==> src/rtl/serial_add_ctrl.sv <==
// rtl/serial_add_ctrl.sv - bit-serial WIDTH-bit adder sequencer around one shared 1-bit full adder
// Optional two's-complement overflow output enabled by defining SERIAL_ADD_OVF_EN.

module serial_add_fa (
    input  logic i_a,
    input  logic i_b,
    input  logic i_cin,
    output logic o_s,
    output logic o_cout
);
    assign o_s    = i_a ^ i_b ^ i_cin;
    assign o_cout = (i_a & i_b) | (i_cin & (i_a ^ i_b));
endmodule

module serial_add_ctrl #(
    parameter int WIDTH = 8
) (
    input  logic             CLK,
    input  logic             RST,
    input  logic             Start,
    input  logic [WIDTH-1:0] A,
    input  logic [WIDTH-1:0] B,
    input  logic             Cin,
    output logic             Busy,
    output logic             Done,
    output logic [WIDTH-1:0] Sum,
`ifdef SERIAL_ADD_OVF_EN
    output logic             Ovf,
`endif
    output logic             Cout
);
    localparam int CW = $clog2(WIDTH) + 1;

    localparam logic [1:0] S_IDLE = 2'd0;
    localparam logic [1:0] S_ADD  = 2'd1;
    localparam logic [1:0] S_DONE = 2'd2;

    logic [1:0]       r_state;
    logic [WIDTH-1:0] r_a_sh;
    logic [WIDTH-1:0] r_b_sh;
    logic [WIDTH-1:0] r_r_sh;
    logic             r_carry;
    logic [CW-1:0]    r_cnt;
    logic [WIDTH-1:0] r_sum;
    logic             r_cout;
    logic             r_done;

    logic             w_s;
    logic             w_co;
    logic             w_last;
    logic [WIDTH-1:0] w_r_next;

    serial_add_fa u_fa (
        .i_a    (r_a_sh[0]),
        .i_b    (r_b_sh[0]),
        .i_cin  (r_carry),
        .o_s    (w_s),
        .o_cout (w_co)
    );

    // New sum bit enters at the MSB so after WIDTH shifts bit 0 holds the LSB result.
    always_comb begin
        w_r_next            = r_r_sh >> 1;
        w_r_next[WIDTH-1]   = w_s;
    end

    assign w_last = (r_cnt == CW'(WIDTH - 1));

    always_ff @(posedge CLK) begin
        if (RST) begin
            r_state <= S_IDLE;
            r_a_sh  <= '0;
            r_b_sh  <= '0;
            r_r_sh  <= '0;
            r_carry <= 1'b0;
            r_cnt   <= '0;
            r_sum   <= '0;
            r_cout  <= 1'b0;
            r_done  <= 1'b0;
        end else begin
            r_done <= 1'b0;
            case (r_state)
                S_IDLE: begin
                    if (Start) begin
                        r_a_sh  <= A;
                        r_b_sh  <= B;
                        r_carry <= Cin;
                        r_cnt   <= '0;
                        r_state <= S_ADD;
                    end
                end
                S_ADD: begin
                    r_r_sh  <= w_r_next;
                    r_a_sh  <= r_a_sh >> 1;
                    r_b_sh  <= r_b_sh >> 1;
                    r_carry <= w_co;
                    r_cnt   <= r_cnt + 1'b1;
                    if (w_last) begin
                        r_sum   <= w_r_next;
                        r_cout  <= w_co;
                        r_done  <= 1'b1;
                        r_state <= S_DONE;
                    end
                end
                S_DONE: begin
                    r_state <= S_IDLE;
                end
                default: begin
                    r_state <= S_IDLE;
                end
            endcase
        end
    end

`ifdef SERIAL_ADD_OVF_EN
    logic r_ovf;

    // On the last bit the carry FF holds the carry into the MSB.
    always_ff @(posedge CLK) begin
        if (RST) begin
            r_ovf <= 1'b0;
        end else if (r_state == S_ADD && w_last) begin
            r_ovf <= r_carry ^ w_co;
        end
    end

    assign Ovf = r_ovf;
`endif

    assign Busy = (r_state == S_ADD);
    assign Done = r_done;
    assign Sum  = r_sum;
    assign Cout = r_cout;
endmodule

==> config.mk <==
export PLATFORM = sky130hd
export DESIGN_NAME = serial_add_ctrl
export DESIGN_NICKNAME = d
export VERILOG_FILES = /design/src/rtl/serial_add_ctrl.sv
export SDC_FILE = /design/constraint.sdc
export NUM_CORES = 1
export LEC_CHECK = 0
export CORE_ASPECT_RATIO = 0.5
export CORE_MARGIN = 2
export CORE_UTILIZATION = 55
export CTS_BUF_LIST = sky130_fd_sc_hd__clkbuf_16
export CTS_CLUSTER_DIAMETER = 100
export DETAILED_ROUTE_END_ITERATION = 8
export DONT_BUFFER_PORTS = 1
export MAX_ROUTING_LAYER = met4
export PLACE_DENSITY = 0.68
export SLEW_MARGIN = 10
export SYNTH_ARGS = -nofsm -noshare
export SYNTH_HDL_FRONTEND = slang
export SYNTH_SLANG_ARGS = --single-unit
==> constraint.sdc <==
create_clock -name CLK -period 2.04 [get_ports CLK]
set_input_delay 0.204 -clock CLK [delete_from_list [all_inputs] [get_ports CLK]]
set_output_delay 0.204 -clock CLK [all_outputs]
set_load 0.01 [all_outputs]
==> impl_metrics.tcl <==
set metrics [dict create \
    power_density_nw_per_um2 915 \
    antenna_found_initial 0 \
    hold_class "input pin to flip-flop" \
    yosys.area.top_type "dfxtp_1" \
    end_kind "flip-flop" \
    r2r_cells 4 \
    die_area_sq_um 3630 \
    viasPerCell 6.06 \
    post_synth_main_area_contributors "dfxtp_1 46%, a211oi_1 7.0%, nor2_1 6.5%" \
    p_leak_nw 0.654 \
    port_buffers 0 \
    cts_buffers 5 \
    drv_cap 0 \
    drt_iter0_drc 73 \
    fin_skew_ps 2.54 \
    rsz0062_at_grt "false" \
    ios 31 \
    vias 1364 \
    synthDistinctLibCells 30 \
    status "complete, no violations" \
    dr.pass1.iters 4 \
    drc_errors 0 \
    crit_required_ps 2220 \
    wl_per_cell_um 15.9 \
    area_delta_synth_final_pct 6.89 \
    place_area_sq_um 1680 \
    slew_viol_final 0 \
    syn_inst 192 \
    initial_core_util_pct 57.6 \
    postCtsSetupRepairBufs 0 \
    fin_ws_ps 595 \
    grt-ovfl-total 0 \
    rows 14 \
    synthAdderAreaFrac_pct 1.89 \
    min_period_ps 1440 \
    grtUsageMet1_pct 29.1 \
    synthArstFlopShare_pct 0 \
    cts_tree "built" \
    wl_um 3590 \
    grt.busiest_layer "met2" \
    power_mw 1.69 \
    avgSynthCellArea_sq_um 8.99 \
    clock_latency_ps 270 \
    final_common_cell "dfxtp_1" \
    synth_seq_area_share_pct 46.4 \
    crit_path_start_kind "flip-flop" \
    grt_max_degree 34 \
    place_hpwl_um 2010 \
    pre_cts_slack_ps 604 \
    synth-main-ff-cell "dfxtp_1" \
    tightestPinTransition_ps 501 \
    synth-compound-area-share_pct 28.3 \
    grt_pass1_vias 1254 \
    synth_edf_count 0 \
    cts_sinks 40 \
    max_freq_ghz 0.692 \
    grtUsageTotal_pct 21.6 \
    synth_top_family_by_area "compound AO/OA/AOI/OAI gates" \
    syn-cell-area_sq_um 1730 \
    synth_xor_area_share_pct 0 \
    ant_nets 0 \
    holdPathStages 1 \
    die_h_um 43.6 \
    setup_violations 0 \
    ys_ff_latch 40 \
    ys_warn_count 0 \
    use_met3_pct 5.90 \
    coreArea_sq_um 3000 \
    cts-root-buf "clkbuf_16" \
    cts.clk_slew.worst_paths_ps 50 \
    critPathArrivalTime_ps 1620 \
    hold_viol_final 0 \
    vdd_drop_max_mv 0.482 \
    grt_pass1_wl_um 5990 \
    yosysTopAreaCellShare_pct 46.4 \
    grt_use_met2_pct 32.3 \
    path_class "flip-flop to flip-flop" \
    htreeDepth 2 \
    fin_area_sq_um 1840 \
    antenna_cells 0 \
    gp_congestion 0.721 \
    fin_setup_tns_ps 0 \
    layout-drive-gt1-share_pct 8.65 \
    die_x_um 83.2 \
    clockBufferDepth 2 \
    layout_common_cells "40 x dfxtp_1, 30 x nor2_1, 19 x nand2_1, 16 x a211oi_1, 15 x a21oi_1" \
    syn_nets 214 \
    crit_fanout 17 \
    slew_headroom_pct 66.5 \
    yosys-mux-area-fraction_pct 0 \
    period_share_pct 70.8 \
    synthSimpleGateAreaFrac_pct 16.3 \
    nNetsFinal 209 \
]
==> kinds of logic (layout without fill, tap and decap cells) <==
| family | after synthesis | after routing |
|---|---|---|
| AOI/OAI and AO/OA | 65 | 65 |
| buffers and inverters | 20 | 13 |
| DFF | 40 | 40 |
| and+or+nand+nor | 65 | 65 |
| adders and majority gates | 2 | 2 |
==> per-stage QoR <==
stage | std cells | util (%) | hold WS, ps
after global routing | 225 | 61.6 | 7.73
after CTS | 224 | 61.2 | 0.0315
final | 225 | 61.6 | 1.16
after floorplan | 192 | - | 352
after detailed placement | 217 | 56.1 | 272
after global placement | 217 | 56.1 | 272
==> where the power goes <==
part	total, mW	internal (mW)	switching [mW]
clock network	0.701	0.431	0.270
registers	0.842	0.818	0.0241
logic	0.144	0.0575	0.0868
==> state kept, by name, summed over array words and instances, names as in the netlist <==
signal   cells
Cout         1
r_a_sh       8
r_b_sh       8
Sum          8
r_state      2
r_carry      1
r_r_sh       7
r_cnt        4
Done         1
==> worst paths after layout <==
kind,from,endpoint,slack (ps)
max reg2reg,r_state[0],r_b_sh[5],600
min reg2reg,r_r_sh[1],r_r_sh[1],470
min,RST,r_state[1],1
max,r_state[0],r_b_sh[5],600
==> critical path, cell delays in order, from the launching register on <==
cell      delay [ps]
dfxtp_1          400
buf_4            240
o21ba_2          400
nor2_1            70
a211oi_1         240
==> area by class of cell <==
class	count	area, sq um
tap	40	50.0
inverter	3	11.3
clock buffer	5	125
sequential	40	801
multi-input combinational	132	802
timing repair buffer	5	55.1
fill	263	1150
==> metal layers <==
layer	vias to the layer above	part of all wire, %
li1	669	-
met5	-	0
met4	0	0.92
met2	38	42
met3	4	5.4
met1	653	52
==> synth_stat cells, drive strengths merged (2+ instances only) <==
cell type / n
inv: 3
a211oi: 17
o22ai: 6
clkbuf: 6
a21bo: 9
nor2: 30
a21oi: 17
nand2: 19
a22oi: 3
o2bb2ai: 9
dfxtp: 40
nand2b: 2
nand3: 11
buf: 11
==> repair_timing <==
action	in CTS	in global routing
endpoints found under the hold margin	33	4
hold buffers	2	1
gates resized for setup	0	0
Power figures use the tool's default switching activity.
